[src/rtl/ram_arb_pkg.sv]
// Shared types and constants for the RAM port arbiter.
// The lock feature of ram_port_arbiter is enabled by defining RAM_ARB_LOCK_EN.
package ram_arb_pkg;

  localparam int RAM_ADDR_W       = 11;
  localparam int RAM_DATA_W       = 8;
  localparam int RAM_ARB_MAX_LOCK = 4;
  localparam int RAM_ARB_ID_W     = 3;  // enough for up to 8 requesters
  localparam int RAM_ARB_LOCK_W   = 3;

  typedef enum logic {
    IDLE  = 1'b0,
    ISSUE = 1'b1
  } arb_state_t;

  typedef struct packed {
    logic [RAM_ARB_ID_W-1:0] id;
    logic                    we;
    logic [RAM_ADDR_W-1:0]   addr;
    logic [RAM_DATA_W-1:0]   data;
  } ram_cmd_t;

endpackage

[src/rtl/rr_priority_pick.sv]
// Combinational round-robin pick: first valid requester at or after ptr_i,
// wrapping modulo N. Returns one-hot grant, encoded index and a found flag.
module rr_priority_pick #(
  parameter int N    = 4,
  parameter int ID_W = 3
) (
  input  logic [N-1:0]    valid_i,
  input  logic [ID_W-1:0] ptr_i,
  output logic [N-1:0]    grant_o,
  output logic [ID_W-1:0] idx_o,
  output logic            any_o
);

  int   slot;
  logic found;

  always_comb begin
    grant_o = '0;
    idx_o   = '0;
    found   = 1'b0;
    slot    = 0;
    // k is the search distance from the pointer; the nearest valid slot wins
    for (int k = 0; k < N; k++) begin
      slot = int'(ptr_i) + k;
      if (slot >= N) slot = slot - N;
      for (int i = 0; i < N; i++) begin
        if (!found && valid_i[i] && (i == slot)) begin
          found      = 1'b1;
          grant_o[i] = 1'b1;
          idx_o      = ID_W'(i);
        end
      end
    end
    any_o = found;
  end

endmodule

[src/rtl/ram_port_arbiter.sv]
// Round-robin arbiter sharing one RAM port among NUM_REQ requesters.
// Optional burst lock (up to RAM_ARB_MAX_LOCK grants) when RAM_ARB_LOCK_EN is defined.
module ram_port_arbiter
  import ram_arb_pkg::*;
#(
  parameter int NUM_REQ = 4,
  parameter int ADDR_W  = RAM_ADDR_W,
  parameter int DATA_W  = RAM_DATA_W
) (
  input  logic                      clk,
  input  logic                      reset,
  input  logic [NUM_REQ-1:0]        req_valid,
  input  logic [NUM_REQ-1:0]        req_we,
  input  logic [NUM_REQ*ADDR_W-1:0] req_addr,
  input  logic [NUM_REQ*DATA_W-1:0] req_wdata,
  input  logic [NUM_REQ-1:0]        req_lock,
  output logic [NUM_REQ-1:0]        req_ready,
  output logic [NUM_REQ-1:0]        rsp_valid,
  output logic [DATA_W-1:0]         rsp_rdata,
  output logic                      ram_wr_en,
  output logic                      ram_rd_en,
  output logic [ADDR_W-1:0]         ram_addr,
  output logic [DATA_W-1:0]         ram_wdata,
  input  logic [DATA_W-1:0]         ram_rd_data
);

  localparam int ID_W = RAM_ARB_ID_W;

  arb_state_t          state_q, state_d;
  ram_cmd_t            cmd_q, cmd_d;
  logic [ID_W-1:0]     rr_ptr_q, rr_ptr_d;
  logic [NUM_REQ-1:0]  rsp_valid_q, rsp_valid_d;
  logic [DATA_W-1:0]   rsp_rdata_q, rsp_rdata_d;

  logic [NUM_REQ-1:0]  pick_grant;
  logic [ID_W-1:0]     pick_idx;
  logic                pick_any;
  logic [ID_W-1:0]     adv_ptr;
  logic                sel_we;
  logic [ADDR_W-1:0]   sel_addr;
  logic [DATA_W-1:0]   sel_wdata;

`ifdef RAM_ARB_LOCK_EN
  logic [RAM_ARB_LOCK_W-1:0] lock_cnt_q, lock_cnt_d, lock_next;
  logic                      sel_lock;
`else
  logic unused_lock;
  assign unused_lock = ^req_lock;
`endif

  rr_priority_pick #(.N(NUM_REQ), .ID_W(ID_W)) u_pick (
    .valid_i (req_valid),
    .ptr_i   (rr_ptr_q),
    .grant_o (pick_grant),
    .idx_o   (pick_idx),
    .any_o   (pick_any)
  );

  assign adv_ptr = (pick_idx == ID_W'(NUM_REQ - 1)) ? '0 : pick_idx + ID_W'(1);

  // Only the winner's fields are muxed in, selected by the one-hot grant
  always_comb begin
    sel_we    = 1'b0;
    sel_addr  = '0;
    sel_wdata = '0;
`ifdef RAM_ARB_LOCK_EN
    sel_lock  = 1'b0;
`endif
    for (int i = 0; i < NUM_REQ; i++) begin
      if (pick_grant[i]) begin
        sel_we    = req_we[i];
        sel_addr  = req_addr[i*ADDR_W +: ADDR_W];
        sel_wdata = req_wdata[i*DATA_W +: DATA_W];
`ifdef RAM_ARB_LOCK_EN
        sel_lock  = req_lock[i];
`endif
      end
    end
  end

  always_comb begin
    state_d     = state_q;
    cmd_d       = cmd_q;
    rr_ptr_d    = rr_ptr_q;
    rsp_valid_d = '0;
    rsp_rdata_d = '0;
    req_ready   = '0;
    ram_wr_en   = 1'b0;
    ram_rd_en   = 1'b0;
    ram_addr    = '0;
    ram_wdata   = '0;
`ifdef RAM_ARB_LOCK_EN
    lock_cnt_d  = lock_cnt_q;
    lock_next   = '0;
`endif
    case (state_q)
      IDLE: begin
        req_ready = pick_grant;
        if (pick_any) begin
          cmd_d.id   = pick_idx;
          cmd_d.we   = sel_we;
          cmd_d.addr = RAM_ADDR_W'(sel_addr);
          cmd_d.data = RAM_DATA_W'(sel_wdata);
          state_d    = ISSUE;
`ifdef RAM_ARB_LOCK_EN
          // A run continues only while the same requester keeps winning with lock set
          if (sel_lock) begin
            lock_next = (pick_idx == rr_ptr_q && lock_cnt_q != '0)
                        ? lock_cnt_q + RAM_ARB_LOCK_W'(1) : RAM_ARB_LOCK_W'(1);
            if (lock_next >= RAM_ARB_LOCK_W'(RAM_ARB_MAX_LOCK)) begin
              rr_ptr_d   = adv_ptr;
              lock_cnt_d = '0;
            end else begin
              rr_ptr_d   = pick_idx;
              lock_cnt_d = lock_next;
            end
          end else begin
            rr_ptr_d   = adv_ptr;
            lock_cnt_d = '0;
          end
`else
          rr_ptr_d = adv_ptr;
`endif
        end
      end
      ISSUE: begin
        ram_wr_en   = cmd_q.we;
        ram_rd_en   = !cmd_q.we;
        ram_addr    = ADDR_W'(cmd_q.addr);
        ram_wdata   = DATA_W'(cmd_q.data);
        rsp_valid_d = NUM_REQ'(1) << cmd_q.id;
        rsp_rdata_d = cmd_q.we ? '0 : ram_rd_data;
        state_d     = IDLE;
      end
      default: state_d = IDLE;
    endcase
  end

  always_ff @(posedge clk) begin
    if (reset) begin
      state_q     <= IDLE;
      cmd_q       <= '0;
      rr_ptr_q    <= '0;
      rsp_valid_q <= '0;
      rsp_rdata_q <= '0;
`ifdef RAM_ARB_LOCK_EN
      lock_cnt_q  <= '0;
`endif
    end else begin
      state_q     <= state_d;
      cmd_q       <= cmd_d;
      rr_ptr_q    <= rr_ptr_d;
      rsp_valid_q <= rsp_valid_d;
      rsp_rdata_q <= rsp_rdata_d;
`ifdef RAM_ARB_LOCK_EN
      lock_cnt_q  <= lock_cnt_d;
`endif
    end
  end

  assign rsp_valid = rsp_valid_q;
  assign rsp_rdata = rsp_rdata_q;

endmodule

[config.mk]
export PLATFORM = sky130hd
export DESIGN_NAME = ram_port_arbiter
export DESIGN_NICKNAME = d
export VERILOG_FILES = /design/src/rtl/ram_arb_pkg.sv /design/src/rtl/rr_priority_pick.sv /design/src/rtl/ram_port_arbiter.sv
export SDC_FILE = /design/constraint.sdc
export NUM_CORES = 1
export LEC_CHECK = 0
export ABC_AREA = 1
export CAP_MARGIN = 25
export CORE_UTILIZATION = 41
export CTS_CLUSTER_SIZE = 28
export DETAILED_ROUTE_END_ITERATION = 8
export GPL_ROUTABILITY_DRIVEN = 0
export PLACE_DENSITY = 0.83
export SYNTH_ARGS = -nofsm -noshare
export SYNTH_HDL_FRONTEND = slang
export SYNTH_SLANG_ARGS = --single-unit
[constraint.sdc]
create_clock -name clk -period 6.14 [get_ports clk]
set_input_delay 0.614 -clock clk [delete_from_list [all_inputs] [get_ports clk]]
set_output_delay 0.614 -clock clk [all_outputs]
set_load 0.02 [all_outputs]
## Word level (Yosys, flattened, before mapping)

Cells that the tools add are included.

| storage, ports and cells | value |
|---|---|
| logic and storage cells | 159 |
| output and inout bits | 37 |
| flip-flop bits (word level) | 39 |

| cells by class | value |
|---|---|
| equal/unequal tests | 13 |
| reduce and logical (&&, ||, !) cells | 54 |
| $lt $le $gt $ge | 4 |
| bitwise gates (word level) | 1 |
| muxes and demuxes | 70 |
| shift operators | 1 |
| add/sub/neg operators | 8 |

Operators with widths:

| cell | count |
|---|---|
| $eq A3 B32 Y1 const A | 8 |
| $eq A2 B32 Y1 const A | 4 |
| $logic_not A32 Y1 | 4 |
| $mux W32 | 4 |
| $ge A32 B4 Y1 const B | 3 |
| $sub A32 B4 Y32 const B | 3 |
| $mux W11 | 5 |
| $mux W8 | 5 |
| $mux W1 | 39 |
| $logic_and A1 B1 Y1 | 31 |
| $mux W2 | 14 |
| $logic_not A1 Y1 | 16 |
| $add A3 B2 Y4 const B | 2 |
| $add A3 B1 Y4 const B | 1 |
| $mux W4 | 1 |
| $shl A1 B3 Y4 const A | 1 |
| $sub A3 B3 Y4 const B | 1 |
| $add A3 B1 Y3 const B | 1 |
| $eq A3 B2 Y1 const B | 1 |
| $ge A3 B3 Y1 const B | 1 |
| $mux W3 | 1 |
| $reduce_or A3 Y1 | 1 |
| $pmux W1 S2 | 1 |
| $reduce_and A2 Y1 | 1 |
| other kinds (2) | 2 |

## Logic depth before layout (Yosys ltp)

| logic depth | value |
|---|---|
| depth in word-level cells | 67 |
| mapped depth | 18 |
| mapped depth without buffers | 18 |

## By module

From an unflattened synthesis, not the netlist that was laid out.

| unflattened totals | value |
|---|---|
| cell total of the unflattened synthesis | 465 |
| area, all modules | 2773.9 um^2 |

Modules (own cells, without submodules):

| module | cells an instance | sequential area each (um^2) | area each (um^2) | times used |
|---|---|---|---|---|
| ram_port_arbiter | 384 | 780.7 | 2337.2 | 1 |
| rr_priority_pick | 81 | 0.0 | 436.7 | 1 |

## Worst setup path after synthesis

Ideal clock, no wire load.

| path | value |
|---|---|
| path kind | input-to-output |
| start | input port req_valid[3] |
| end | output port req_ready[0] |
| slack | 3.560 ns |
| data arrival time | 1.966 ns |
| required time | 5.526 ns |
| stages on the path | 9 |
| cells stage by stage | nand3_1 -> nand4_1 -> nor2_2 -> nand4_1 -> nor2_2 -> nand4_2 -> o21ai_2 -> clkbuf_1 -> and2_1 |

| on the way | value |
|---|---|
| cells in the longest elaborated chain, start to end | 40 |

RTL lines:

| element | line | text |
|---|---|---|
| from (decl) | ram_port_arbiter.sv:12 | `input logic [NUM_REQ-1:0] req_valid,` |
| $logic_and A1 B1 Y1 (2 in a row) | rr_priority_pick.sv:27 | `if (!found && valid_i[i] && (i == slot)) begin` |
| $mux W1 | rr_priority_pick.sv:27 |  |
| $logic_not A1 Y1 | rr_priority_pick.sv:27 |  |
| $logic_and A1 B1 Y1 (2 in a row) | rr_priority_pick.sv:27 |  |
| $mux W1 | rr_priority_pick.sv:27 |  |
| $logic_not A1 Y1 | rr_priority_pick.sv:27 |  |
| $logic_and A1 B1 Y1 (2 in a row) | rr_priority_pick.sv:27 |  |
| $mux W1 | rr_priority_pick.sv:27 |  |
| [19 not listed] | n/a |  |
| $mux W1 | rr_priority_pick.sv:27 |  |
| $logic_not A1 Y1 | rr_priority_pick.sv:27 |  |
| $logic_and A1 B1 Y1 (2 in a row) | rr_priority_pick.sv:27 |  |
| $mux W1 | rr_priority_pick.sv:27 |  |
| $logic_not A1 Y1 | rr_priority_pick.sv:27 |  |
| $logic_and A1 B1 Y1 (2 in a row) | rr_priority_pick.sv:27 |  |
| $mux W1 * | rr_priority_pick.sv:27 |  |
| $mux W4 * | ram_port_arbiter.sv:96 | `case (state_q)` |
| to (decl) | ram_port_arbiter.sv:17 | `output logic [NUM_REQ-1:0] req_ready,` |

Mark *: on every way between the ends. The rest lies on a longest branch, timed or not.

## Worst setup path after layout

| path | value |
|---|---|
| start | input port req_valid[1] |
| end | output port req_ready[0] |

| on the way | value |
|---|---|
| cells in the longest elaborated chain, start to end | 48 |

RTL lines:

| element | line |
|---|---|
| $logic_and A1 B1 Y1 (2 in a row) | rr_priority_pick.sv:27 |
| $mux W1 | rr_priority_pick.sv:27 |
| $logic_not A1 Y1 | rr_priority_pick.sv:27 |
| $logic_and A1 B1 Y1 (2 in a row) | rr_priority_pick.sv:27 |
| $mux W1 | rr_priority_pick.sv:27 |
| $logic_not A1 Y1 | rr_priority_pick.sv:27 |
| $logic_and A1 B1 Y1 (2 in a row) | rr_priority_pick.sv:27 |
| $mux W1 | rr_priority_pick.sv:27 |
| [27 not listed] | n/a |
| $mux W1 | rr_priority_pick.sv:27 |
| $logic_not A1 Y1 | rr_priority_pick.sv:27 |
| $logic_and A1 B1 Y1 (2 in a row) | rr_priority_pick.sv:27 |
| $mux W1 | rr_priority_pick.sv:27 |
| $logic_not A1 Y1 | rr_priority_pick.sv:27 |
| $logic_and A1 B1 Y1 (2 in a row) | rr_priority_pick.sv:27 |
| $mux W1 * | rr_priority_pick.sv:27 |
| $mux W4 * | ram_port_arbiter.sv:96 |

Marked as above.

==> impl_metrics.tcl <==
set metrics [dict create \
    status "finished, final reports clean" \
    yosys.area.top_type "dfxtp_1" \
    hold_depth 1 \
    p_per_area_nw_per_um2 329 \
    worstSetupEndpoint "req_ready[0]" \
    antenna_found_initial 0 \
    cts_setup_buffers 0 \
    hold_slack_ps 466 \
    h-tree-depth 2 \
    fin_crit_ps 4140 \
    drt_iter0_drc 157 \
    synth_xor_area_frac 0 \
    rows 26 \
    cts_tree "done" \
    crit_chain "clkdlybuf4s50_1, nand3_1, nand4_1, nor2_2, nand4_1, nor2_2, nand4_2, o21ai_2, and2_1, clkdlybuf4s50_1" \
    synth_top_family_by_area "simple AND/OR/NAND/NOR gates" \
    design.die.area_sq_um 5940 \
    syn-mean-instance-area_sq_um 5.85 \
    critPathRequiredTime_ps 5530 \
    crit_family "buffers and inverters" \
    synth_adder_area_share 0.00542 \
    final_hold_viol_count 0 \
    synth_most_common_cell "nand2_1" \
    fin_skew_ps 2.89 \
    dp_hpwl_mm 5.22 \
    cp-end-kind "output port" \
    synth_edf_count 0 \
    clock_sinks 37 \
    synthSimpleGateAreaFrac 0.470 \
    grt_overflow 0 \
    irDropWorstVdd_v 0.000194 \
    ys.warnings.count 0 \
    grtUsageTotal 0.244 \
    placed_cell_area_sq_um 3580 \
    clk_pin_slew_worst_paths_ps 70 \
    ctsResizeCount 0 \
    grt_pass1_vias 2714 \
    r2r_slack_ps 3410 \
    syn_to_final_growth_pct 59.5 \
    path_depth 10 \
    clock_latency_ps 280 \
    path_buf_inv 2 \
    ant_nets 0 \
    synth-main-ff-cell "dfxtp_1" \
    clockBufferDepth 2 \
    finalSetupTns_ps 0 \
    wl_per_cell_um 12.1 \
    fin_area_sq_um 3680 \
    ios 135 \
    syn-num-nets 494 \
    syn-cell-area_sq_um 2310 \
    cp_data_arrival_time_ps 3530 \
    slowest_stage "o21ai_2" \
    synth_compound_area_frac 0.0715 \
    maxCapViolCount 0 \
    antenna_cells 0 \
    die_h_um 77.1 \
    reg2reg_depth 14 \
    p_leak_uw 0.00181 \
    synthDistinctLibCells 26 \
    cts_root_buf "clkbuf_8" \
    slew_headroom 0.332 \
    synthTopCellsByArea "dfxtp_1, nand2_1, nor2_1" \
    postRouteWirelength_mm 7.10 \
    grt_setup_unrepaired "false" \
    r2r-start "rr_ptr_q[1]" \
    drv_slew 0 \
    synthCells 395 \
    synth.ff_latch_count 37 \
    first_pass_iters 4 \
    crit_path_start_kind "input pin" \
    layout_setup_ws_ps 2000 \
    chipWidth_um 77.1 \
    fin_nets 614 \
    synthMuxAreaShare 0 \
    hold_buffers 0 \
    synth-async-reset-ratio 0 \
    vias_per_cell 4.81 \
    core_area_sq_um 5270 \
    crit_fanout 21 \
    hp-class "flip-flop to flip-flop" \
    numPortBuffers 130 \
    reg2reg_to "cmd_q[13]" \
    fin_crit_sh 0.675 \
    start_util 0.438 \
    remaining_drc_errors 0 \
    tightestPinTransition_ps 1000 \
    yosysTopAreaCellShare 0.321 \
    grt_max_degree 43 \
    drive_gt1_frac 0.0388 \
    routed-via-count 2819 \
    setup.worst_path.start "req_valid[1]" \
    fmax_mhz 241 \
    pre_cts_slack_ps 1980 \
    utilization 0.699 \
    synth_common_cells "nand2_1, nor2_1, inv_1" \
    cpPeakStageDelay_ps 730 \
    numCtsBuffers 5 \
    grt_pass1_wl_mm 11.6 \
    path_class "input pin to output port" \
    setup_violations 0 \
    seq_area_frac_synth 0.321 \
]
metal layers:
layer,vias to the layer above,GRT usage,share of wire
met5,-,0,0
li1,1456,-,-
met4,0,0.0679,0.0096
met3,9,0.0631,0.092
met2,139,0.465,0.49
met1,1215,0.263,0.41
where the power goes:
part | internal (uW) | total, uW | switching, uW
clock | 101 | 186 | 84.6
combinational | 274 | 690 | 416
sequential | 297 | 337 | 39.8
total | 673 | 1210 | 540
sequential cells by signal (all words and copies together), names as in the netlist:
name       cells
cmd_q         22
rsp_rdata      8
rr_ptr_q       2
rsp_valid      4
state_q        1
cells by family (layout without fill, tap and decap cells):
kind of cell / count (synthesis) / count (layout)
flip-flops: 37 / 37
AO/OA/AOI/OAI: 32 / 32
AND/OR/NAND/NOR: 258 / 258
adder cells (fa/ha/maj): 1 / 1
buffers and inverters: 67 / 188
metrics by stage:
step / instances / power (uW)
4_1_cts: 586 / 1220
2_1_floorplan: 395 / 815
3_5_place_dp: 578 / 1030
3_3_place_gp: 578 / 1010
5_1_grt: 586 / 1320
6_report: 586 / 1210
worst min-delay path by stage:
stage | startpoint | end | slack [ps]
detailed placement | cmd_q[20] | rsp_valid[0] | 450
global placement | cmd_q[20] | rsp_valid[0] | 450
floorplan | cmd_q[20] | rsp_valid[0] | 430
CTS | cmd_q[20] | rsp_valid[0] | 470
global route | cmd_q[20] | rsp_valid[2] | 510
finish | cmd_q[20] | rsp_valid[0] | 470
final cells by class:
type / count / area (sq um)
Multi-Input combinational cell: 291 / 1260
Sequential cell: 37 / 741
Clock inverter: 1 / 5.00
Fill cell: 475 / 1590
Inverter: 50 / 190
Tap cell: 70 / 87.6
Timing Repair Buffer: 130 / 1300
Clock buffer: 7 / 96.3
placed cells by master (no fill, tap or decap), drive strengths merged, types with 3 or more instances in the layout:
master / Yosys / layout
nor2: 75 / 75
clkbuf: 6 / 7
o21ai: 26 / 26
nand4: 10 / 10
inv: 50 / 50
dfxtp: 37 / 37
clkdlybuf4s50: 0 / 130
nor3: 3 / 3
nand2: 136 / 136
nand3: 32 / 32
a21oi: 5 / 5
No activity file was read; power rests on OpenSTA's default activity.
